--- config.mk ---
export PLATFORM = sky130hd
export DESIGN_NAME = sig_rom_arbiter
export DESIGN_NICKNAME = d
export VERILOG_FILES = /design/src/rtl/sig_rom_arbiter_pkg.sv /design/src/rtl/sig_rom_arbiter_rom.sv /design/src/rtl/sig_rom_arbiter.sv
export SDC_FILE = /design/constraint.sdc
export NUM_CORES = 1
export LEC_CHECK = 0
export BUFFER_PORTS_ARGS = -buffer_cell sky130_fd_sc_hd__buf_4
export CAP_MARGIN = 0
export CELL_PAD_IN_SITES_DETAIL_PLACEMENT = 1
export CELL_PAD_IN_SITES_GLOBAL_PLACEMENT = 1
export CORE_ASPECT_RATIO = 0.5
export CORE_MARGIN = 4
export CORE_UTILIZATION = 42
export DETAILED_ROUTE_END_ITERATION = 7
export GPL_TIMING_DRIVEN = 0
export HOLD_SLACK_MARGIN = 0.05
export PLACE_DENSITY_LB_ADDON = 0.1
export RECOVER_POWER = 100
export SYNTH_ARGS = -nofsm -noshare
export SYNTH_HDL_FRONTEND = slang
export SYNTH_SLANG_ARGS = --single-unit
--- constraint.sdc ---
create_clock -name clk -period 3.8 [get_ports clk]
set_clock_uncertainty 0.15 [all_clocks]
set_input_delay 0 -clock clk [delete_from_list [all_inputs] [get_ports clk]]
set_output_delay 0 -clock clk [all_outputs]
set_load 0.005 [all_outputs]
--- src/rtl/sig_rom_arbiter_pkg.sv ---
// Shared constants for the sigmoid ROM arbiter: FSM encoding and default sizes.
package sig_arb_pkg;

  localparam int NUM_REQ_DEF   = 4;
  localparam int IN_WIDTH_DEF  = 5;
  localparam int OUT_WIDTH_DEF = 8;

  localparam logic [1:0] ST_IDLE  = 2'd0;
  localparam logic [1:0] ST_ISSUE = 2'd1;
  localparam logic [1:0] ST_FETCH = 2'd2;
  localparam logic [1:0] ST_RESP  = 2'd3;

endpackage

--- src/rtl/sig_rom_arbiter_rom.sv ---
// Sigmoid lookup ROM: registered offset address, table of round(255/(1+exp(-x/4)))
// for signed 5-bit x in quarter units (-4.0 .. 3.75).
module Sig_ROM #(
  parameter int inWidth  = 5,
  parameter int outWidth = 8
) (
  input  logic                      clk,
  input  logic                      en,
  input  logic signed [inWidth-1:0] x,
  output logic [outWidth-1:0]       y
);

  localparam logic [7:0] TBL [32] = '{
    8'd5,   8'd6,   8'd7,   8'd10,  8'd12,  8'd15,  8'd19,  8'd24,
    8'd30,  8'd38,  8'd47,  8'd57,  8'd69,  8'd82,  8'd96,  8'd112,
    8'd128, 8'd143, 8'd159, 8'd173, 8'd186, 8'd198, 8'd208, 8'd217,
    8'd225, 8'd231, 8'd236, 8'd240, 8'd243, 8'd245, 8'd248, 8'd249
  };

  logic [inWidth-1:0] addr_q;

  // Adding 2^(inWidth-1) modulo 2^inWidth is just an MSB flip.
  always_ff @(posedge clk) begin
    if (en) addr_q <= {~x[inWidth-1], x[inWidth-2:0]};
  end

  assign y = outWidth'(TBL[addr_q]);

endmodule

--- src/rtl/sig_rom_arbiter.sv ---
// Round-robin arbiter sharing one sigmoid ROM between NUM_REQ neurons,
// one lookup in flight at a time (accept, issue, fetch, respond).
module sig_rom_arbiter
  import sig_arb_pkg::*;
#(
  parameter int NUM_REQ   = NUM_REQ_DEF,
  parameter int IN_WIDTH  = IN_WIDTH_DEF,
  parameter int OUT_WIDTH = OUT_WIDTH_DEF,
  localparam int ID_W     = $clog2(NUM_REQ)
) (
  input  logic                          clk,
  input  logic                          rst_n,
  input  logic [NUM_REQ-1:0]            req_valid,
  input  logic [NUM_REQ*IN_WIDTH-1:0]   req_x,
  output logic [NUM_REQ-1:0]            req_ready,
  output logic                          rsp_valid,
  output logic [ID_W-1:0]               rsp_id,
  output logic [OUT_WIDTH-1:0]          rsp_data,
  input  logic                          rsp_ready,
  output logic                          busy
);

  logic [1:0]                  state;
  logic [ID_W-1:0]             ptr;
  logic [ID_W-1:0]             win_id;
  logic [ID_W-1:0]             id_q;
  logic [NUM_REQ-1:0]          grant;
  logic                        any_req;
  int                          scan_idx;
  logic signed [IN_WIDTH-1:0]  win_x;
  logic signed [IN_WIDTH-1:0]  x_q;
  logic [OUT_WIDTH-1:0]        rom_data;

  // Scan from ptr upward with wrap; the first valid requester wins.
  always_comb begin
    grant    = '0;
    win_id   = '0;
    any_req  = 1'b0;
    scan_idx = 0;
    for (int k = 0; k < NUM_REQ; k++) begin
      scan_idx = int'(ptr) + k;
      if (scan_idx >= NUM_REQ) scan_idx = scan_idx - NUM_REQ;
      if (!any_req && req_valid[scan_idx]) begin
        any_req          = 1'b1;
        win_id           = ID_W'(scan_idx);
        grant[scan_idx]  = 1'b1;
      end
    end
  end

  assign win_x     = req_x[win_id*IN_WIDTH +: IN_WIDTH];
  assign req_ready = (state == ST_IDLE && rst_n) ? grant : '0;
  assign rsp_valid = (state == ST_RESP);
  assign busy      = (state != ST_IDLE);

  always_ff @(posedge clk or negedge rst_n) begin
    if (!rst_n) begin
      state    <= ST_IDLE;
      ptr      <= '0;
      rsp_id   <= '0;
      rsp_data <= '0;
    end else begin
      case (state)
        ST_IDLE: begin
          if (any_req) begin
            state <= ST_ISSUE;
            ptr   <= (win_id == ID_W'(NUM_REQ-1)) ? '0 : win_id + 1'b1;
          end
        end
        ST_ISSUE: state <= ST_FETCH;
        ST_FETCH: begin
          state    <= ST_RESP;
          rsp_id   <= id_q;
          rsp_data <= rom_data;
        end
        default: begin
          if (rsp_ready) state <= ST_IDLE;
        end
      endcase
    end
  end

  // Accept boundary: operand and owner frozen for the whole transaction.
  always_ff @(posedge clk) begin
    if (state == ST_IDLE && any_req) begin
      x_q  <= win_x;
      id_q <= win_id;
    end
  end

  Sig_ROM #(
    .inWidth  (IN_WIDTH),
    .outWidth (OUT_WIDTH)
  ) u_rom (
    .clk (clk),
    .en  (state == ST_ISSUE),
    .x   (x_q),
    .y   (rom_data)
  );

endmodule

==> results of run 1 <==
-- power by group through the flow --
| stage | Clock [uW] | Sequential, uW | Combinational, uW |
|---|---|---|---|
| after floorplan | 0 | 571 | 963 |
| after global placement | 0 | 588 | 1270 |
| after detailed placement | 0 | 599 | 1330 |
| after CTS | 162 | 593 | 1360 |
| after global routing | 180 | 616 | 1520 |
| final | 159 | 589 | 1360 |
-- how the worst min path moves through the flow --
stage | startpoint | endpoint | cells past startpoint
2_1_floorplan | rst_n | ptr[0] | 0
3_3_place_gp | rst_n | ptr[1] | 1
3_5_place_dp | rst_n | ptr[1] | 1
4_1_cts | req_x[9] | x_q[4] | 3
5_1_grt | req_x[9] | x_q[4] | 3
6_report | req_x[9] | x_q[4] | 3
-- synthesized netlist by cell type, drive strengths merged --
cell,number
ha,16
nor2b,6
nand4b,1
clkbuf,9
nor3b,2
a21oi,11
buf,6
nor3,2
nor4,2
o22ai,2
nand2b,3
a31oi,2
o221ai,3
or2,1
edfxtp,12
o211ai,5
nand2,8
o21a,2
nand3,3
mux4,4
a32o,1
o21ai,13
a311oi,1
a211oi,6
nor2,23
mux2i,19
a221oi,4
mux2,4
a32oi,1
inv,14
dfrtp,14
a22oi,4
-- critical path: cells and delay by family (launching register included) --
family        cells  cell delay (ps)
simple gates      2              350
fa+ha+maj         1              400
flops             1              470
mux               4              970
buf+inv           3              910
-- repair_timing --
action	CTS	global route
hold buffers	21	0
gates resized for setup	0	2
hold endpoints to repair	20	0
buffers inserted	0	0
endpoints found under the setup margin	0	1
-- logic make-up (layout without fill, tap and decap cells) --
family          Yosys count  count (layout)  synth area share (%)
compound gates           55              55                  18.2
fa+ha+maj                16              16                  10.1
buf+inv                  29              92                  6.80
flops                    26              26                  35.8
mux                      27              27                  16.6
simple gates             51              51                  12.6
-- cell usage in the layout (no fill, tap or decap), types with 8 or more instances in the layout --
cell type	n
dfrtp_1	13
nor2_1	23
buf_4	23
mux2i_1	18
clkbuf_4	16
inv_1	13
dlygate4sd3_1	21
a21oi_1	11
nand2_1	8
ha_1	16
edfxtp_1	12
clkbuf_1	10
-- cell type report --
cell class                 instances  area share (%)
sequential                        26            27.3
inverter                          14            2.02
timing repair buffer              59            19.0
clock inverter                     1           0.144
tap                               66            3.17
buffer                            15            2.98
clock buffer                       3            1.58
multi-input combinational        149            43.8
-- registers in the layout, indices dropped and copies added, names as in the netlist --
| register | flops |
|---|---|
| state | 2 |
| rsp_data | 8 |
| u_rom.addr_q | 5 |
| ptr | 2 |
| id_q | 2 |
| x_q | 5 |
| rsp_id | 2 |
-- per-stage QoR --
stage                     hold WS (ps)  power (uW)
final                             59.0        2110
after global routing              83.2        2310
after CTS                         61.2        2110
after detailed placement          -284        1920
after global placement            -289        1860
after floorplan                   -446        1530
-- metal layers --
| metal | global-route usage [%] | vias to the layer above |
|---|---|---|
| li1 | - | 875 |
| met1 | 23.2 | 871 |
| met2 | 36.2 | 29 |
| met3 | 3.10 | 13 |
| met4 | 7.66 | 0 |
| met5 | 0 | - |
==> results.toml, run 1 <==
[final_layout]
fillers = 526
seqCellArea_sq_um = 712
postLayoutCellArea_sq_um = 2610
antenna_cells = 0
nNetsFinal = 311
multiInputGateArea_sq_um = 1140
postLayoutCoreUtil_pct = 58.1
drive_gt1_share_pct = 21.7
syn_to_final_growth_pct = 31.2
final-instance-count-excl-fill = 333

[placed_design]
place_ws_ps = 441
gp_congestion = 0.875
dp_hpwl_microns = 3740
io_buffers = 38
placed_area_sq_um = 2350
placed_cells = 308

[routing]
vias = 1788
wl_met3_microns = 129
wl_met2_microns = 2870
firstDrtPassIters = 4
highest_layer = "met4"
wl_microns = 5540
viasPerCell = 5.37
drc = 0
antenna_left = 0
routedWlPerCell_microns = 16.6
drt_iter0_drc = 113
wirelength_met1_microns = 2400

[clock_tree]
clock_latency_ps = 270
root_buffer = "clkbuf_8"
cts_buffer_depth = 2
cts_buffers = 3
clk_pin_slew_ps = 80
cts_tree = "yes"
h-tree-depth = 1
cts_sinks = 26

[yosys]
syn_inst = 204
ys_seq_elements = 26
synth-seq-area-share_pct = 35.8
synth_nets = 247
synth_top_area_share_pct = 18.1
ys_warn_count = 0
ys_top_cells_by_area = "edfxtp_1 (18%), dfrtp_1 (18%), ha_1 (10%)"
syn_avg_cell_area_sq_um = 9.74
synth_top_area_cell = "edfxtp_1"
syn_area_sq_um = 1990
synth_cell_types = 38

[global_route]
antenna_found_initial = 0
grtUsageTotal_pct = 19.7
grt_pass1_wl_microns = 9380
grt_pass1_vias = 1855
overflow = 0
grt_max_degree = 15

[sta]
tns_ps = 0
rsz0062_at_grt = "false"
layout_min_cycle_time_ps = 3530
tightestPinTransition_ps = 820
drv_slew = 0
setup_viol = 0
timing.final.crit_share_pct = 93.0
setup_slack_ps = 268
slew_headroom_pct = 44.8
fmax_mhz = 283
finalHoldViolCount = 0

[pwr]
powerDensity_nw_per_um2 = 810
swShare_pct = 44.4
ir_worst_vdd_uv = 492
internal_power_uw = 1170
p_leak_uw = 0.00112
pwr-share-clk_pct = 7.5
p_seq_share_pct = 27.9
switchingPower_uw = 938
pwr-share-comb_pct = 64.6

[hold_path]
hold_class = "in2reg"

[floorplanning]
fp-row-count = 17
ios = 43
die_y_microns = 56.6
core_sq_um = 4490
dieArea_sq_um = 5960
die_w_microns = 105
initial_utilization_pct = 44.3

[critical_path]
required_ps = 3660
critical_path_arrival_ps = 3390
worstSetupPathType = "reg2reg"
crit_path_end_kind = "flop"
r2r-end = "x_q[3]"
rr_startpoint = "ptr[0]"
cp_max_fo = 10
crit_path_end = "x_q[3]"
critPathLaunchType = "flop"
critPathMaxStageDelay_ps = 560
cp_common_cell = "mux2i_1"
crit_chain = "clkbuf_4, inv_1, ha_1, mux4_2, nor2b_4, or2_4, mux2i_2, mux2i_1, dlygate4sd3_1, mux2i_1"
worstSetupStartpoint = "ptr[0]"
r2r_cells = 10
rrSetupSlack_ps = 270
cp_slowest_cell = "dlygate4sd3_1"

[flow_run]
drv_cap = 0

[run_status]
status = "finished clean"
(Power assumes the default switching activity.)
==> inputs of run 2 (changes only) <==
--- a/config.mk
+++ b/config.mk
@@ -5,16 +5,18 @@
 export SDC_FILE = /design/constraint.sdc
 export NUM_CORES = 1
 export LEC_CHECK = 0
+export ABC_AREA = 1
 export BUFFER_PORTS_ARGS = -buffer_cell sky130_fd_sc_hd__buf_4
 export CAP_MARGIN = 0
 export CELL_PAD_IN_SITES_DETAIL_PLACEMENT = 1
 export CELL_PAD_IN_SITES_GLOBAL_PLACEMENT = 1
 export CORE_ASPECT_RATIO = 0.5
 export CORE_MARGIN = 4
-export CORE_UTILIZATION = 42
+export CORE_UTILIZATION = 39
 export DETAILED_ROUTE_END_ITERATION = 7
 export GPL_TIMING_DRIVEN = 0
 export HOLD_SLACK_MARGIN = 0.05
+export MAX_ROUTING_LAYER = met4
 export PLACE_DENSITY_LB_ADDON = 0.1
 export RECOVER_POWER = 100
 export SYNTH_ARGS = -nofsm -noshare
==> constraint.sdc (replaced) <==
create_clock -name clk -period 3.8 [get_ports clk]
set_clock_uncertainty 0.15 [all_clocks]
set_input_delay 0 -clock clk [delete_from_list [all_inputs] [get_ports clk]]
set_output_delay 0 -clock clk [all_outputs]
set_load 0.1 [all_outputs]
==> run 2 against run 1 <==
  * Count of clock-buffer cells in the layout unchanged
  * Worst hold slack better by 220 ps
  * Final cell count is 29% higher
  * Via count grew 23%
  * Area after synthesis is 6.5% higher
  * Critical path type unchanged
  * First-iteration DRC count up 1.8%
  * Non-clock buffer count down 5
==> results.toml, run 2 <==
[yosys]
syn_inst = 295
ys.flop_type = "dfrtp_1"
synth_async_sr_flop_share_pct = 53.8
synth_top_area_cell = "edfxtp_1"
ys_warn_count = 0
synth_cell_types = 31
synth-edff-count = 12
ys_top_cells_by_count = "nand2_1 (74), inv_1 (49), nand3_1 (26)"
synth-seq-area-share_pct = 33.6
synth.most_common_cell = "nand2_1"
syn_area_sq_um = 2120
syn_avg_cell_area_sq_um = 7.18
synth_top_area_share_pct = 17.0
synth_nets = 338
ys_seq_elements = 26
ys_top_cells_by_area = "edfxtp_1 (17%), dfrtp_1 (17%), nand2_1 (13%)"

[sta]
slew_headroom_pct = 21.2
tns_ps = 0
rsz0062_at_grt = "false"
timing.final.crit_share_pct = 93.9
tightestPinTransition_ps = 1190
layout_min_cycle_time_ps = 3570
holdWs_ps = 275
drv_slew = 0
finalHoldViolCount = 0
setup_viol = 0
fmax_mhz = 280

[critical_path]
cp_max_fo = 10
worstSetupPathType = "reg2reg"
required_ps = 3670
critical_path_arrival_ps = 3440
crit_path_end_kind = "flop"
critPathLaunchType = "flop"

[final_layout]
drive_gt1_share_pct = 17.5
syn_to_final_growth_pct = 28.8
largestRegisters = "rsp_data: 8 flops, u_rom.addr_q: 5 flops, x_q: 5 flops"
regMostFlops = "rsp_data"
nNetsFinal = 405
largest_reg_flops = 8
final_cell_mix = "nand2_1 (75), inv_1 (48), buf_4 (27), nand3_1 (26), o21ai_0 (21)"
fillers = 682
final_common_cell = "nand2_1"
antenna_cells = 0

[floorplanning]
ios = 43
die_w_microns = 112
fp-row-count = 18
die_y_microns = 60.1
initial_utilization_pct = 41.6
dieArea_sq_um = 6740
core_sq_um = 5090

[clock_tree]
cts_sinks = 26
cts_buffers = 3
cts_buffer_depth = 2
clock_latency_ps = 270
clk_pin_slew_ps = 90
h-tree-depth = 1
cts_tree = "yes"
root_buffer = "clkbuf_8"

[routing]
drt_iter0_drc = 115
antenna_left = 0
wl_microns = 6380
wl_met2_microns = 3370
drc = 0
wirelength_met1_microns = 2690
highest_layer = "met4"
vias = 2205
wl_met3_microns = 160
routedWlPerCell_microns = 14.8
viasPerCell = 5.12
firstDrtPassIters = 4

[placed_design]
io_buffers = 42
dp_hpwl_microns = 4690
gp_congestion = 0.916

[run_status]
status = "finished clean"

[global_route]
grtUsageTotal_pct = 20.5
overflow = 0
grt_max_degree = 16
grt_pass1_vias = 2326
antenna_found_initial = 0
grt_pass1_wl_microns = 10700

[hold_path]
hold_class = "reg2reg"

[flow_run]
drv_cap = 0
## run 2: changes by cell type after synthesis, sizes merged, moves of 10 or more
cell,previous run,this run
nand3,3,30
mux2i,19,0
inv,14,51
nand4,0,10
nand2,8,86
o21ai,13,24
## run 2: timing repair
item                                    4_1_cts  5_1_grt
setup buffers                                 0        2
hold buffers                                 18        0
resized for setup                             0        5
hold endpoints to repair                     21        0
endpoints found under the setup margin        0        5
## run 2: metrics by stage
stage                     setup slack, ps  utilization [%]  cells  instance area, sq um
final                                 233             53.6    431                  2730
after global routing                 14.7             53.6    431                  2730
after CTS                            57.4             54.4    429                  2770
after detailed placement              997             49.5    407                  2520
after global placement               1080             49.5    407                  2520
after floorplan                      1330                -    295                  2120
## run 2: cell type report
class / count / area, sq um / area share, %
Clock buffer: 3 / 41.3 / 1.51
Sequential cell: 26 / 713 / 26.1
Clock inverter: 1 / 30.0 / 1.10
Timing Repair Buffer: 62 / 450 / 16.5
Inverter: 52 / 195 / 7.16
Buffer: 7 / 46.3 / 1.70
Tap cell: 70 / 87.6 / 3.21
Multi-Input combinational cell: 210 / 1160 / 42.7
## run 2: routing by layer
metal  track usage (%)  vias up
met3              3.13       17
met4              7.71        0
met5                 -        -
met2              39.8       35
li1                  -     1087
met1              21.5     1066
## run 2: critical path: stages, from the launching register on
cell	delay, ps
dfrtp_2	440
inv_2	170
ha_2	350
inv_1	160
nand3_1	90
nand2_1	130
a21oi_1	100
nand2_1	110
clkbuf_4	220
nand4_1	100
nand3_1	100
dlygate4sd3_1	550
nand2_1	70
dlygate4sd3_1	570
## run 2: path summary, 6_finish.rpt
kind	end	cells after the start	slack [ps]	from
max	x_q[0]	13	230	ptr[0]
min	u_rom.addr_q[1]	0	280	x_q[1]
max reg2reg	x_q[0]	13	230	ptr[0]
min reg2reg	u_rom.addr_q[1]	0	280	x_q[1]
max in group asynchronous	ptr[1]	3	2290	rst_n
min in group asynchronous	rsp_data[6]	3	720	rst_n
## run 2: cell families (layout without fill, tap and decap cells)
kind of cell	after synthesis	in the layout	share of synthesized area [%]
AOI/OAI and AO/OA	44	44	11.7
buffers and inverters	59	125	11.3
DFF	26	26	33.6
adders and majority gates	16	16	9.46
and+or+nand+nor	150	150	34.0
Power of run 2 is not shown: default switching activity piles up to over one toggle a cycle in this logic, so the estimate is an artifact.
==> inputs of run 3 (changes only) <==
--- a/config.mk
+++ b/config.mk
@@ -6,13 +6,13 @@
 export NUM_CORES = 1
 export LEC_CHECK = 0
 export ABC_AREA = 1
-export BUFFER_PORTS_ARGS = -buffer_cell sky130_fd_sc_hd__buf_4
+export BUFFER_PORTS_ARGS = -buffer_cell sky130_fd_sc_hd__buf_2
 export CAP_MARGIN = 0
 export CELL_PAD_IN_SITES_DETAIL_PLACEMENT = 1
 export CELL_PAD_IN_SITES_GLOBAL_PLACEMENT = 1
 export CORE_ASPECT_RATIO = 0.5
 export CORE_MARGIN = 4
-export CORE_UTILIZATION = 39
+export CORE_UTILIZATION = 40
 export DETAILED_ROUTE_END_ITERATION = 7
 export GPL_TIMING_DRIVEN = 0
 export HOLD_SLACK_MARGIN = 0.05
@@ -21,4 +21,5 @@
 export RECOVER_POWER = 100
 export SYNTH_ARGS = -nofsm -noshare
 export SYNTH_HDL_FRONTEND = slang
+export SYNTH_HIERARCHICAL = 1
 export SYNTH_SLANG_ARGS = --single-unit
==> run 3 against run 2 <==
  * Design area up 5.3%
  * Flip-flop and latch count unchanged
  * Sequential share of layout area down 1.4 points
  * Core utilization down 1.7 points
  * Maximum frequency down 0.52%
  * Global-route usage down 0.80 points
  * Worst hold slack worse by 91 ps
  * Synthesized cell count up 13%
  * Critical path depth up 2
  * Final cell count up 9.0%
  * Via count up 4.8%
  * Non-clock buffer count unchanged
  * Critical path type unchanged
==> results.toml, run 3 <==
[sta]
timing.final.crit_share_pct = 94.4
rsz0062_at_grt = "false"
slew_headroom_pct = 22.2
fmax_mhz = 279
setup_slack_ps = 214
setup_viol = 0
drv_slew = 0
layout_min_cycle_time_ps = 3590
tns_ps = 0
finalHoldViolCount = 0
tightestPinTransition_ps = 1170

[routing]
wirelength_met1_microns = 2800
drt_iter0_drc = 166
wl_microns = 6420
antenna_left = 0
viasPerCell = 4.91
routedWlPerCell_microns = 13.7
drc = 0
vias = 2310
wl_met2_microns = 3470
firstDrtPassIters = 4
highest_layer = "met4"
wl_met3_microns = 123

[yosys]
synth_top_area_share_pct = 19.1
ys_top_cells_by_count = "nand2_1 (117), inv_1 (55), nand3_1 (35)"
synth.most_common_cell = "nand2_1"
synth_top_area_cell = "nand2_1"
synth-seq-area-share_pct = 30.8
ys_seq_elements = 26
synth_nets = 377
ys_top_cells_by_area = "nand2_1 (19%), edfxtp_1 (16%), dfrtp_1 (15%)"
synth_cell_types = 31
synth-edff-count = 12
ys_warn_count = 6
syn_area_sq_um = 2300
ys.flop_type = "dfrtp_1"
syn_inst = 333
syn_avg_cell_area_sq_um = 6.92
synth_async_sr_flop_share_pct = 53.8

[final_layout]
largest_reg_flops = 8
drive_gt1_share_pct = 17.1
antenna_cells = 0
largestRegisters = "rsp_data: 8 flops, u_rom/addr_q: 5 flops, x_q: 5 flops"
final_cell_mix = "nand2_1 (118), inv_1 (56), nand3_1 (35), buf_2 (27), dlygate4sd3_1 (18)"
final_common_cell = "nand2_1"
nNetsFinal = 442
regMostFlops = "rsp_data"
fillers = 754
syn_to_final_growth_pct = 24.6

[run_status]
status = "finished clean"

[flow_run]
drv_cap = 0

[hold_path]
hp-start = "req_valid[1]"
min_to = "ptr[1]"
hold_class = "in2reg"
hold_depth = 6

[placed_design]
dp_hpwl_microns = 4650
gp_congestion = 0.844
io_buffers = 42
place_ws_ps = 1090

[clock_tree]
post_cts_buffers = 0
clk_pin_slew_ps = 70
cts_tree = "yes"
h-tree-depth = 1
cts_sinks = 26
cts_buffer_depth = 2
cts_buffers = 3
root_buffer = "clkbuf_16"
clock_latency_ps = 260

[critical_path]
required_ps = 3660
crit_chain = "buf_6, inv_8, ha_2, inv_1, nand3_1, nand2_1, a21oi_2, nand2_2, nand3_2, buf_6, nand2_1, nand3_1, dlygate4sd3_1, nand2_1, dlygate4sd3_1"
critPathMaxStageDelay_ps = 580
critPathLaunchType = "flop"
rr_startpoint = "ptr[0]"
crit_path_end_kind = "flop"
cp_slowest_cell = "dlygate4sd3_1"
critical_path_arrival_ps = 3440
rrSetupSlack_ps = 210
r2r_cells = 15
cp_max_fo = 12
worstSetupPathType = "reg2reg"
r2r-end = "x_q[2]"
cp_common_cell = "nand2_1"

[floorplanning]
dieArea_sq_um = 7110
fp-row-count = 19
ios = 43
die_y_microns = 61.7
die_w_microns = 115
initial_utilization_pct = 41.6
core_sq_um = 5540

[global_route]
antenna_found_initial = 0
overflow = 0
grt_pass1_vias = 2327
grt_pass1_wl_microns = 10900
grt_max_degree = 16
grtUsageTotal_pct = 19.7
==> run 3: cell types whose count changed after synthesis, sizes merged, moves of 3 or more <==
cell | previous run | this run
nand2 | 86 | 129
o21ai | 24 | 13
nand3 | 30 | 40
inv | 51 | 60
nor2 | 22 | 14
a21oi | 11 | 6
buf | 4 | 8
nand4 | 10 | 13
==> run 3: cell families after synthesis <==
logic type,after synthesis,share of synthesized area (%)
buf+inv,70,13.6
simple gates,197,40.5
fa+ha+maj,17,9.23
flops,26,30.8
compound gates,23,5.86
==> run 3: per-stage QoR <==
| stage | util [%] | instances | hold WS, ps | cell area, sq um |
|---|---|---|---|---|
| floorplan | - | 333 | -446 | 2300 |
| global placement | 47.1 | 448 | -238 | 2610 |
| detailed placement | 47.1 | 448 | -219 | 2610 |
| CTS | 52.2 | 470 | 181 | 2890 |
| global route | 51.9 | 470 | 255 | 2870 |
| finish | 51.9 | 470 | 184 | 2870 |
==> run 3: metal layers <==
| layer | GRT usage [%] | vias up |
|---|---|---|
| li1 | - | 1178 |
| met1 | 22.1 | 1107 |
| met2 | 39.1 | 21 |
| met3 | 2.65 | 4 |
| met4 | 2.01 | 0 |
| met5 | - | - |
==> run 3: timing repair <==
item,in CTS,in global routing
setup endpoints to repair,0,3
hold endpoints to repair,21,0
resized for setup,0,3
hold buffers,18,0
==> run 3: how the worst max path moves through the flow <==
stage,from,to,slack (ps),cells past startpoint
5_1_grt,ptr[0],x_q[2],30,15
6_report,ptr[0],x_q[2],210,15
3_3_place_gp,ptr[1],req_ready[2],1200,13
3_5_place_dp,ptr[1],req_ready[2],1090,13
2_1_floorplan,ptr[1],req_ready[2],1370,12
4_1_cts,ptr[1],x_q[4],170,14
==> run 3: area by class of cell <==
class | count | area (sq um) | area share [%]
inverters | 61 | 239 | 8.32
repair buffers | 60 | 372 | 12.9
clock buffers | 3 | 75.1 | 2.61
well taps | 73 | 91.3 | 3.18
clock inverters | 1 | 30.0 | 1.05
flip-flops and latches | 26 | 712 | 24.8
plain buffers | 9 | 76.3 | 2.66
multi-input cells | 237 | 1280 | 44.5
==> run 3: worst max-delay path: cells and delay by family (launching register included) <==
family,cells,cell delay (ps)
flops,1,410
fa+ha+maj,1,380
simple gates,7,570
buf+inv,6,1630
compound gates,1,170
Power of run 3 is left out for the same reason.
